## config.mk

```make
export PLATFORM = sky130hd
export DESIGN_NAME = cell_select_encoder
export DESIGN_NICKNAME = d
export VERILOG_FILES = /design/src/rtl/tictactoe_pkg.sv /design/src/rtl/cell_select_encoder_btn_sync.sv /design/src/rtl/cell_select_encoder.sv
export SDC_FILE = /design/constraint.sdc
export NUM_CORES = 1
export LEC_CHECK = 0
export CAP_MARGIN = 5
export CORE_MARGIN = 1.5
export CORE_UTILIZATION = 57
export CTS_CLUSTER_DIAMETER = 120
export CTS_CLUSTER_SIZE = 10
export DETAILED_ROUTE_END_ITERATION = 10
export PLACE_DENSITY = 0.76
export SLEW_MARGIN = 20
export SYNTH_ARGS = -nofsm -noshare
export SYNTH_HDL_FRONTEND = slang
export SYNTH_HIERARCHICAL = 1
export SYNTH_SLANG_ARGS = --single-unit
```

## constraint.sdc

```tcl
create_clock -name clock -period 4.2 [get_ports clock]
set_input_delay 0.63 -clock clock [delete_from_list [all_inputs] [get_ports clock]]
set_output_delay 0.63 -clock clock [all_outputs]
set_load 0.01 [all_outputs]
```

## src/rtl/tictactoe_pkg.sv

```systemverilog
`default_nettype none
// ============================================================================
// Module      : tictactoe_pkg
// Description : Shared types and constants for the board input front end.
//               Holds the cell-select FSM state encoding, the board geometry
//               and the one-hot to cell-index helper.
// Revision    : 1.0 - initial release
// ============================================================================
package tictactoe_pkg;

  localparam int NUM_CELLS = 9;
  localparam int SEL_W     = 4;
  localparam logic [SEL_W-1:0] SEL_NONE = 4'hF;

  typedef enum logic [1:0] {
    IDLE         = 2'd0,
    DEBOUNCE     = 2'd1,
    EMIT         = 2'd2,
    WAIT_RELEASE = 2'd3
  } state_e;

  // Index of the set bit of a one-hot cell vector (cell n -> n-1).
  // A zero vector maps to SEL_NONE; callers only pass one-hot vectors.
  function automatic logic [SEL_W-1:0] onehot_to_index(input logic [NUM_CELLS-1:0] vec);
    logic [SEL_W-1:0] idx;
    idx = SEL_NONE;
    for (int i = 0; i < NUM_CELLS; i++) begin
      if (vec[i]) idx = SEL_W'(i);
    end
    return idx;
  endfunction

endpackage
`default_nettype wire

```

## src/rtl/cell_select_encoder_btn_sync.sv

```systemverilog
`default_nettype none
// ============================================================================
// Module      : btn_sync
// Description : Two-flop synchronizer for a bus of independent asynchronous
//               level inputs (push-buttons). Bits are not coherent with each
//               other; downstream debouncing absorbs per-bit skew.
// Ports       : clock   - system clock, rising edge
//               reset   - synchronous, active-high; clears both stages
//               async_i - raw asynchronous inputs
//               sync_o  - synchronized copy, two clocks behind async_i
// Revision    : 1.0 - initial release
// ============================================================================
module btn_sync #(
  parameter int WIDTH = 9
) (
  input  logic             clock,
  input  logic             reset,
  input  logic [WIDTH-1:0] async_i,
  output logic [WIDTH-1:0] sync_o
);

  logic [WIDTH-1:0] meta_q;
  logic [WIDTH-1:0] sync_q;

  always_ff @(posedge clock) begin
    if (reset) begin
      meta_q <= '0;
      sync_q <= '0;
    end else begin
      meta_q <= async_i;
      sync_q <= meta_q;
    end
  end

  assign sync_o = sync_q;

endmodule
`default_nettype wire

```

## src/rtl/cell_select_encoder.sv

```systemverilog
`default_nettype none
// ============================================================================
// Module      : cell_select_encoder
// Description : Converts nine raw cell push-buttons into a registered 4-bit
//               cell index plus a one-cycle valid strobe, one strobe per
//               physical press. Buttons are synchronized, debounced on press
//               and on release, and multi-button presses are rejected.
// Ports       : clock      - system clock, rising edge
//               reset      - synchronous, active-high
//               btn[8:0]   - raw buttons, btn[0]=cell 1 .. btn[8]=cell 9
//               occupied   - (optional) cells already taken, same bit order
//               occ_reject - (optional) strobe: press on an occupied cell
//               sel[3:0]   - cell index 0..8, 4'hF = no cell yet
//               sel_valid  - one-cycle strobe, sel meaningful while high
//               multi_err  - one-cycle strobe, stable press not one-hot
//               busy       - high whenever the FSM is not in IDLE
// Options     : CELL_OCCUPIED_MASK_EN - adds occupied/occ_reject and blocks
//               strobes for presses on occupied cells.
// Revision    : 1.0 - initial release
// ============================================================================
module cell_select_encoder
  import tictactoe_pkg::*;
#(
  parameter int DEBOUNCE_CYCLES = 4,
  parameter int CNT_W           = 8
) (
  input  logic                 clock,
  input  logic                 reset,
  input  logic [NUM_CELLS-1:0] btn,
`ifdef CELL_OCCUPIED_MASK_EN
  input  logic [NUM_CELLS-1:0] occupied,
  output logic                 occ_reject,
`endif
  output logic [SEL_W-1:0]     sel,
  output logic                 sel_valid,
  output logic                 multi_err,
  output logic                 busy
);

  localparam logic [CNT_W-1:0] LAST_CNT = CNT_W'(DEBOUNCE_CYCLES - 1);
  localparam logic [CNT_W-1:0] MAX_CNT  = '1;

  logic [NUM_CELLS-1:0] bs;

  state_e               state_q, state_d;
  logic [NUM_CELLS-1:0] snap_q, snap_d;
  logic [CNT_W-1:0]     cnt_q, cnt_d;
  logic [SEL_W-1:0]     sel_q, sel_d;
  logic                 sel_valid_q, sel_valid_d;
  logic                 multi_err_q, multi_err_d;
  logic                 busy_q, busy_d;
`ifdef CELL_OCCUPIED_MASK_EN
  logic                 occ_reject_q, occ_reject_d;
`endif

  btn_sync #(
    .WIDTH (NUM_CELLS)
  ) u_btn_sync (
    .clock   (clock),
    .reset   (reset),
    .async_i (btn),
    .sync_o  (bs)
  );

  always_ff @(posedge clock) begin
    if (reset) begin
      state_q      <= IDLE;
      snap_q       <= '0;
      cnt_q        <= '0;
      sel_q        <= SEL_NONE;
      sel_valid_q  <= 1'b0;
      multi_err_q  <= 1'b0;
      busy_q       <= 1'b0;
`ifdef CELL_OCCUPIED_MASK_EN
      occ_reject_q <= 1'b0;
`endif
    end else begin
      state_q      <= state_d;
      snap_q       <= snap_d;
      cnt_q        <= cnt_d;
      sel_q        <= sel_d;
      sel_valid_q  <= sel_valid_d;
      multi_err_q  <= multi_err_d;
      busy_q       <= busy_d;
`ifdef CELL_OCCUPIED_MASK_EN
      occ_reject_q <= occ_reject_d;
`endif
    end
  end

  // Strobes are computed on the transition so that, being registered, they
  // are high exactly during the cycle the FSM spends in the target state.
  always_comb begin
    state_d      = state_q;
    snap_d       = snap_q;
    cnt_d        = cnt_q;
    sel_d        = sel_q;
    sel_valid_d  = 1'b0;
    multi_err_d  = 1'b0;
`ifdef CELL_OCCUPIED_MASK_EN
    occ_reject_d = 1'b0;
`endif

    case (state_q)
      IDLE: begin
        if (bs != '0) begin
          snap_d  = bs;
          cnt_d   = '0;
          state_d = DEBOUNCE;
        end
      end

      DEBOUNCE: begin
        if (bs == '0) begin
          cnt_d   = '0;
          state_d = IDLE;
        end else if (bs != snap_q) begin
          // Pattern changed (extra button, bounce): restart on the new one.
          snap_d = bs;
          cnt_d  = '0;
        end else if (cnt_q == LAST_CNT) begin
          cnt_d = '0;
          if (!$onehot(snap_q)) begin
            multi_err_d = 1'b1;
            state_d     = WAIT_RELEASE;
          end
`ifdef CELL_OCCUPIED_MASK_EN
          else if ((snap_q & occupied) != '0) begin
            occ_reject_d = 1'b1;
            state_d      = WAIT_RELEASE;
          end
`endif
          else begin
            sel_valid_d = 1'b1;
            sel_d       = onehot_to_index(snap_q);
            state_d     = EMIT;
          end
        end else if (cnt_q != MAX_CNT) begin
          cnt_d = cnt_q + CNT_W'(1);
        end
      end

      EMIT: begin
        cnt_d   = '0;
        state_d = WAIT_RELEASE;
      end

      WAIT_RELEASE: begin
        // Every button must read released for the full debounce window;
        // any activity restarts the window and never yields a strobe.
        if (bs != '0) begin
          cnt_d = '0;
        end else if (cnt_q == LAST_CNT) begin
          cnt_d   = '0;
          state_d = IDLE;
        end else if (cnt_q != MAX_CNT) begin
          cnt_d = cnt_q + CNT_W'(1);
        end
      end

      default: begin
        cnt_d   = '0;
        state_d = IDLE;
      end
    endcase

    busy_d = (state_d != IDLE);
  end

  assign sel        = sel_q;
  assign sel_valid  = sel_valid_q;
  assign multi_err  = multi_err_q;
  assign busy       = busy_q;
`ifdef CELL_OCCUPIED_MASK_EN
  assign occ_reject = occ_reject_q;
`endif

endmodule
`default_nettype wire

```

* Word level (Yosys, flattened, before mapping)
Cells that the tools add are included.
Operators by class: add/sub/neg operators 9, eq/ne operators 10, multiplexer cells 30, bitwise logic cells 4, reductions and logical operators 8
Operators by type and width (number):
- two-way mux 8 bit | 6
- two-way mux 4 bit | 9
- case mux 8 bit (4 select lines) | 1
- two-way mux 9 bit | 3
- case mux 9 bit (2 select lines) | 1
- two-way mux 2 bit | 6
- zero test 9 bit | 1
- != test 9 bit | 1
- nonzero test 9 bit | 1
- adder 1 x 1 -> 2 bit | 4
- adder 8 x 1 -> 8 bit (second input constant) | 1
- == test 8 x 2 -> 1 bit (second input constant) | 1
- != test 8 bit (second input constant) | 1
- case mux 2 bit (4 select lines) | 1
- adder 2 x 2 -> 3 bit | 2
- != test 2 bit (second input constant) | 3
- AND reduction 5 bit | 1
- OR reduction 5 bit | 1
- adder 3 x 3 -> 4 bit | 1
- adder 4 x 1 -> 4 bit | 1
- == test 2 bit (second input constant) | 2
- == test 4 x 1 -> 1 bit (second input constant) | 1
- inverter 1 bit | 4
- AND reduction 4 bit | 1
- 4 further kinds | 7
Word-level totals: register bits after elaboration 44, output and inout bits 7, word-level logic and storage cells 70

* Longest topological paths before layout
Gate-level depths: netlist (run 1).
depth after elaboration 11, gate-level depth with buffers 12, gate-level depth less buffers 12

* Modules after synthesis
Netlist (run 1), hierarchy kept.
By module, submodules not included:
- cell_select_encoder | times used 1, cells an instance 199, area each 1767.9 µm², seq. area each 520.5 µm²
- btn_sync | times used 1, cells an instance 37, area each 489.2 µm², seq. area each 360.3 µm²

* Least setup slack after synthesis (run 1)
OpenSTA, ideal clock, no wires.
path type register -> register, from register snap_q[0], to register sel_q[1] (netlist: sel[1]), setup time 132 ps, arrival 3739 ps, slack 330 ps, cell stages (with the launch flop) 12, path buffers 0, period minus slack after synthesis 3870 ps, cells stage by stage dfxtp_1 -> inv_1 -> fa_1 -> fa_1 -> fa_1 -> fa_1 -> fa_1 -> nor2_1 -> a31oi_1 -> or3b_2 -> a2111oi_0 -> o21ai_0
On the way: longest elaborated chain between the ends 9, elaborated cells between the ends (all ways) 17, those cells by class add/sub: 4; eq/ne: 2; mux: 9; bitwise: 1; reduce/logical: 1
RTL lines:
- from (decl) | line cell_select_encoder.sv:46 | logic [NUM_CELLS-1:0] snap_q, snap_d;
- from (signal assigned) | line cell_select_encoder.sv:79 | snap_q <= snap_d;
- parallel branches: the longest is 9 deep, another holds adder 3 x 3 -> 4 bit
- to (signal assigned) | line cell_select_encoder.sv:81 | sel_q <= sel_d;
- to (decl) | line cell_select_encoder.sv:48 | logic [SEL_W-1:0] sel_q, sel_d;
Several ways; the timed one is not identified. A chain may end at the register's enable or synchronous reset.

* Worst setup path in the final report (run 1)
from register snap_q[1], to register sel_q[1] (netlist: sel[1])
On the way: longest elaborated chain between the ends 8, elaborated cells between the ends (all ways) 16, those cells by class add/sub: 4; eq/ne: 2; mux: 8; bitwise: 1; reduce/logical: 1
RTL lines:
- parallel branches: the longest is 8 deep, another holds adder 3 x 3 -> 4 bit
Several ways; the timed one is not identified.

==> results of run 1 <==
==> kinds of logic (layout without fill, tap and decap cells) <==
logic type,after synthesis,in the layout,share of synthesized area
xor+xnor,9,9,0.0482
compound gates,42,42,0.138
fa+ha+maj,10,10,0.0721
simple gates,95,95,0.257
flops,44,44,0.390
buf+inv,27,47,0.0549
mux,9,9,0.0399
==> cell usage after synthesis (all sizes together) (7+ instances only) <==
| cell | n | area, µm² |
|---|---|---|
| dfxtp | 44 | 881 |
| nand3 | 11 | 60.1 |
| nand4 | 8 | 56.3 |
| nor2 | 19 | 71.3 |
| inv | 20 | 75.1 |
| a31oi | 8 | 50.1 |
| mux2i | 9 | 90.1 |
| nor2b | 12 | 75.1 |
| xnor2 | 9 | 109 |
| and2b | 7 | 52.6 |
| nor4 | 8 | 80.1 |
| nand2 | 9 | 36.3 |
==> metal layers <==
metal / up-vias / track usage / routed length, µm
li1: 890 / - / -
met1: 783 / 0.285 / 1990
met2: 42 / 0.354 / 1920
met3: 4 / 0.0545 / 176
met4: 0 / 0.0740 / 43
met5: - / 0 / 0
==> through the flow <==
stage	total power [mW]	instances	hold WS (ns)	util	area [µm²]
after CTS	0.933	304	0.439	0.686	2570
final	0.931	304	0.436	0.690	2580
after floorplan	0.570	236	0.411	-	2260
after global routing	0.979	304	0.453	0.690	2580
after global placement	0.605	296	0.414	0.655	2450
after detailed placement	0.607	296	0.419	0.655	2450
==> registers in the layout, summed over array words and instances (netlist names) <==
name,flops
snap_q,9
cnt_q,8
u_btn_sync/meta_q,9
multi_err,1
busy,1
state_q,2
sel_valid,1
u_btn_sync/sync_o,9
sel,4
==> final cells by class <==
| class | instances | area (µm²) |
|---|---|---|
| Tap cell | 48 | 60.1 |
| Clock inverter | 3 | 46.3 |
| Inverter | 20 | 75.1 |
| Sequential cell | 44 | 883 |
| Multi-Input combinational cell | 165 | 1260 |
| Clock buffer | 5 | 68.8 |
| Timing Repair Buffer | 19 | 185 |
| Fill cell | 296 | 1160 |
==> power by group <==
part | switching, mW | internal [mW] | leakage (nW) | total (mW)
clock | 0.150 | 0.179 | 0.0548 | 0.329
combinational | 0.0854 | 0.0720 | 0.545 | 0.157
sequential | 0.0139 | 0.431 | 0.361 | 0.445
total | 0.249 | 0.682 | 0.960 | 0.931
==> worst max path at each step <==
stage	start	end	slack [ns]	cells past startpoint
after floorplan	snap_q[0]$_SDFFE_PP0P_	sel[1]$_SDFFE_PP1P_	0.33	11
after detailed placement	snap_q[0]$_SDFFE_PP0P_	sel[1]$_SDFFE_PP1P_	0.09	11
after global placement	snap_q[0]$_SDFFE_PP0P_	sel[1]$_SDFFE_PP1P_	0.25	11
final	snap_q[1]$_SDFFE_PP0P_	sel[1]$_SDFFE_PP1P_	0.27	11
after CTS	snap_q[0]$_SDFFE_PP0P_	sel[1]$_SDFFE_PP1P_	0.09	11
after global routing	snap_q[1]$_SDFFE_PP0P_	sel[0]$_SDFFE_PP1P_	0.04	11
==> impl_results.md, run 1 <==
- Clk root buf: clkbuf_8
- Commonest non-fill, non-tap cell in the layout: dfxtp_1
- Worst-path clk slew: 0.09 ns
- Die width: around 66 µm
- CP cell instances: inv_1, fa_1, fa_1, fa_1, fa_1, fa_1, nor2_1, a31oi_1, or3b_4, a2111oi_2, o21ai_0
- WL final: around 4100 µm
- Period utilization: 0.936
- Setup violations, final: 0
- WHS Path Cells: 1
- Synth warn: 6
- CTS Sinks: 44
- Worst skew pair latency: 0.30 ns
- Commonest cells after routing, fill and taps aside: 42 x dfxtp_1, 20 x inv_1, 19 x nor2_1
- HP Class: flop to flop
- R2r worst-path depth: 11
- I/O pin total: 18
- Postcts setup bufs: 0
- Maximum VDD drop: 0.274 mV
- Fin Setup TNS: 0 ns
- Synth unique cells: 54
- DR WL/cell: around 14 µm
- Fin. Hold Viols: 0
- All-Layer GR Usage: 0.218
- Reg2reg end: sel[1]$_SDFFE_PP1P_
- Worst R2R Setup Slack: approximately 0.27 ns
- Clock Skew: 0.00504 ns
- Min Tclk post-route: between 3 and 4 ns
- Hold Crit Start: u_btn_sync/meta_q[4]$_SDFF_PP0_
- CTS Hold Bufs: 0
- Crit path max fanout: 5
- Detailed Routing Iterations Pass 1: 4
- Clock buffer depth: 2
- Largest net degree at the start of global routing: 36
- Critical Path AT: around 4 ns
- Cells after Synth: 236
- Setup ws final: between 0.2 and 0.3 ns
- CTS tree: built
- CTS resizes: 0
- Mapped cell area: 2260 µm²
- FF+latch count, synth: 44
- First-pass GRT wire length: between 7000 and 8000 µm
- Fmax: approximately 0.25 GHz
- Crit-path max cell delay: 0.54 ns
- Num CTS Buffers: 5
- Synth Net Count: 257
- Vias in the first global route: 1633
- CP bufs+invs: 1
- RD Place Congestion: around 0.84
- Max-slew headroom: 0.540
- Status: finished, final reports clean
- Synth Area per Inst: around 9.6 µm²
- Nets: approximately 280
- Die Span Y: approximately 66 µm
- Final Max Slew Viols: 0
- P_leak: roughly 0.96 nW
- Async S/R FF share, synth: 0
- EDFF count, synth: 0
- Synth Flop Type: dfxtp_1
- R2r startpoint: snap_q[1]$_SDFFE_PP0P_
- Cell Pwr Density: 361 nW/µm²
- Share of cells above drive strength 1: 0.113
- Hold Path Sink: u_btn_sync/sync_o[4]$_SDFF_PP0_
- Place WS: between 0.09 and 0.1 ns
- Area growth, synth to finish: 14.4%
- Initial core utilization: 0.603
- Estimated wirelength of the detail-placed design: 3050 µm
- Seq/Total Area, Yosys: 0.390
- Routed Antenna Nets: 0
- Critical path class: flop to flop
- Unrepaired setup endpoints after global routing: no
- Crit-path leading delay family: adder cells
- # port buffers: 17
- CTS H-tree depth: 2
- Row count: 22
- N_diodes: 0
- Most used cell, CP: fa_1
- Crit. End Element: flop
- CP Launch Type: flop
- Via density: around 5.7
- Core ar.: 3740 µm²
- Worst-Margin Slew: a little under 0.7 ns
- Total die area: 4350 µm²
- Initial antenna violation count: 0
- DR DRC count: 0
- DR iter-0 viols: ~140
- WP data required: approximately 4.4 ns
- Vias: ~1.7k
- Max-cap viol count: 0
- GRT overflow: 0
- Critical-path top delay cell: fa_1
Note: power is estimated with default switching activity, not from simulation.
==> run 2: changes to the inputs <==
- CORE_UTILIZATION: 57 -> 60
- CTS_BUF_LIST: unset -> sky130_fd_sc_hd__clkbuf_2 sky130_fd_sc_hd__clkbuf_4 sky130_fd_sc_hd__clkbuf_8
- PLACE_DENSITY: 0.76 -> 0.8
==> run 2 against run 1 <==
  * Count of clock-buffer cells in the layout is the same
  * Flip-flop and latch count unchanged
  * Clock skew grew 0.0011 ns
  * Power down 0.37%
  * Sequential power barely moved
  * Design area fell by 0.15%
  * Hold slack about the same
  * Critical path type unchanged
  * Critical endpoint is now sel[0]$_SDFFE_PP1P_
  * Largest power group unchanged
==> impl_results.md, run 2 (synthesized netlist as in run 1, its figures left out) <==
- DR DRC count: 0 (unchanged)
- Period utilization: 0.953 (was 0.936)
- Fin Setup TNS: 0 ns (unchanged)
- Hold Path Sink: u_btn_sync/sync_o[3]$_SDFF_PP0_ (was u_btn_sync/sync_o[4]$_SDFF_PP0_)
- CP Launch Type: flop (unchanged)
- All-Layer GR Usage: 0.220 (was 0.218)
- Clock share of power: 0.354 (was 0.353)
- Total die area: 4140 µm² (was 4350 µm²)
- Via density: 5.71 (was 5.65)
- Vias in the first global route: 1625 (was 1633)
- Critical-path top delay cell: fa_1 (unchanged)
- Final cell count without fillers: 304 (unchanged)
- Pint: 0.679 mW (was 0.682 mW)
- Initial antenna violation count: 0 (unchanged)
- CP cell instances: inv_1, fa_1, fa_1, fa_1, fa_1, fa_1, nor2_1, a31oi_1, or3b_2, a2111oi_0, o21ai_1 (was inv_1, fa_1, fa_1, fa_1, fa_1, fa_1, nor2_1, a31oi_1, or3b_4, a2111oi_2, o21ai_0)
- Clock buffer depth: 2 (unchanged)
- Area after DPL: 2450 µm² (unchanged)
- P_leak: 0.959 nW (was 0.960 nW)
- Num CTS Buffers: 5 (unchanged)
- Critical path class: flop to flop (unchanged)
- RD Place Congestion: 0.880 (was 0.844)
- # port buffers: 17 (unchanged)
- Final Max Slew Viols: 0 (unchanged)
- Vias: 1735 (was 1719)
- Flop pwr share: 0.479 (was 0.478)
- CTS Sinks: 44 (unchanged)
- Fmax: 0.250 GHz (was 0.254 GHz)
- Post-layout util: 0.709 (was 0.690)
- R2r startpoint: snap_q[3]$_SDFFE_PP0P_ (was snap_q[1]$_SDFFE_PP0P_)
- I/O pin total: 18 (unchanged)
- Hold Crit Start: u_btn_sync/meta_q[3]$_SDFF_PP0_ (was u_btn_sync/meta_q[4]$_SDFF_PP0_)
- Finished Cell Area: 2580 µm² (about the same)
- Cell Pwr Density: 360 nW/µm² (was 361 nW/µm²)
- Share of cells above drive strength 1: 0.113 (unchanged)
- Nets: 276 (unchanged)
- Place WS: 0.101 ns (was 0.0911 ns)
- Die width: 64.3 µm (was 65.9 µm)
- Min Tclk post-route: 4.00 ns (was 3.93 ns)
- WHS Path Cells: 1 (unchanged)
- HP Class: flop to flop (unchanged)
- Crit-path max cell delay: 0.51 ns (was 0.54 ns)
- Max-cap viol count: 0 (unchanged)
- Unrepaired setup endpoints after global routing: no (unchanged)
- Area growth, synth to finish: 14.2% (was 14.4%)
- GRT overflow: 0 (unchanged)
- Most used cell, CP: fa_1 (unchanged)
- Row count: 22 (unchanged)
- Worst-path clk slew: 0.09 ns (about the same)
- Die Span Y: 64.3 µm (was 65.9 µm)
- DR WL/cell: 14.0 µm (was 13.6 µm)
- Sw frac: 0.268 (about the same)
- Routed Antenna Nets: 0 (unchanged)
- N_diodes: 0 (unchanged)
- WL final: 4240 µm (was 4130 µm)
- Placed instance count: 296 (unchanged)
- Commonest non-fill, non-tap cell in the layout: dfxtp_1 (unchanged)
- Setup violations, final: 0 (unchanged)
- Net switching power: 0.248 mW (was 0.249 mW)
- Area of the multi-input gates: 1260 µm² (about the same)
- Core ar.: 3630 µm² (was 3740 µm²)
- Layout filler cell count: 287 (was 296)
- Commonest cells after routing, fill and taps aside: 42 x dfxtp_1, 20 x inv_1, 19 x nor2_1 (unchanged)
- Setup ws final: 0.197 ns (was 0.269 ns)
- Initial core utilization: 0.621 (was 0.603)
- Worst R2R Setup Slack: 0.20 ns (was 0.27 ns)
- First-pass GRT wire length: 7230 µm (was 7290 µm)
- Comb pwr share: 0.167 (was 0.169)
- Clk root buf: clkbuf_8 (unchanged)
- Clock Skew: 0.00615 ns (was 0.00504 ns)
- Worst-Margin Slew: 0.681 ns (was 0.687 ns)
- Fin. Hold Viols: 0 (unchanged)
- CTS tree: built (unchanged)
- WP data required: 4.37 ns (was 4.38 ns)
- CTS H-tree depth: 2 (unchanged)
- Estimated wirelength of the detail-placed design: 3110 µm (was 3050 µm)
- Crit. End Element: flop (unchanged)
- Reg2reg end: sel[0]$_SDFFE_PP1P_ (was sel[1]$_SDFFE_PP1P_)
- Critical Path AT: 4.18 ns (was 4.11 ns)
- Largest net degree at the start of global routing: 35 (was 36)
- Detailed Routing Iterations Pass 1: 6 (was 4)
- DR iter-0 viols: 146 (was 138)
- Status: finished, final reports clean (unchanged)
- Maximum VDD drop: 0.249 mV (was 0.274 mV)
- Max-slew headroom: 0.544 (was 0.540)
- R2r worst-path depth: 11 (unchanged)
- Crit path max fanout: 6 (was 5)
- Worst skew pair latency: 0.29 ns (was 0.30 ns)
- Register area: 883 µm² (unchanged)
run 2: cell count changes in the layout (fill, tap and decap cells not counted):
cell | previous run | this run
a2111oi_0 | 0 | 1
a2111oi_1 | 1 | 0
o21ai_0 | 5 | 4
o21ai_1 | 1 | 2
or3b_2 | 0 | 1
or3b_4 | 1 | 0
run 2: metrics by stage:
step	hold slack (ns)	total power, mW
2_1_floorplan	0.411	0.570
5_1_grt	0.451	0.966
3_3_place_gp	0.414	0.604
4_1_cts	0.433	0.929
3_5_place_dp	0.418	0.606
6_report	0.436	0.928
run 2: power by group through the flow:
stage / combinational (mW) / sequential [mW] / clock, mW
2_1_floorplan: 0.119 / 0.451 / 0
3_3_place_gp: 0.151 / 0.453 / 0
3_5_place_dp: 0.152 / 0.454 / 0
4_1_cts: 0.153 / 0.444 / 0.333
5_1_grt: 0.169 / 0.446 / 0.351
6_report: 0.155 / 0.444 / 0.329
run 2: critical path: cells and delay by family (launching register included):
kind | cells | cell delay (ns)
DFF | 1 | 0.43
adders and majority gates | 5 | 2.20
AOI/OAI and AO/OA | 3 | 0.58
buffers and inverters | 1 | 0.08
and+or+nand+nor | 2 | 0.62
run 2: final cells by class:
class / instances / share of cell area
timing repair buffer: 19 / 0.0718
inverter: 20 / 0.0291
clock inverter: 3 / 0.0180
clock buffer: 5 / 0.0267
sequential: 44 / 0.343
tap: 48 / 0.0233
multi-input combinational: 165 / 0.488
run 2: timing repair:
action | in CTS | in global routing
hold buffers | 0 | 0
buffers inserted | 0 | 0
resized for setup | 0 | 5
endpoints found under the setup margin | 0 | 2
run 2: worst max-delay path by stage:
stage	from	to	slack, ns	depth (start not counted)
after floorplan	snap_q[0]$_SDFFE_PP0P_	sel[1]$_SDFFE_PP1P_	0.33	11
after global placement	snap_q[0]$_SDFFE_PP0P_	sel[1]$_SDFFE_PP1P_	0.25	11
after detailed placement	snap_q[0]$_SDFFE_PP0P_	sel[1]$_SDFFE_PP1P_	0.10	11
after CTS	snap_q[0]$_SDFFE_PP0P_	sel[1]$_SDFFE_PP1P_	0.08	11
after global routing	snap_q[0]$_SDFFE_PP0P_	sel[1]$_SDFFE_PP1P_	0.02	11
final	snap_q[3]$_SDFFE_PP0P_	sel[0]$_SDFFE_PP1P_	0.20	11
run 2: routing by layer:
layer | GRT usage | vias to the layer above | part of all wire
li1 | - | 884 | -
met1 | 0.279 | 785 | 0.47
met2 | 0.375 | 53 | 0.47
met3 | 0.0528 | 13 | 0.051
met4 | 0.0585 | 0 | 0.017
met5 | 0 | - | 0
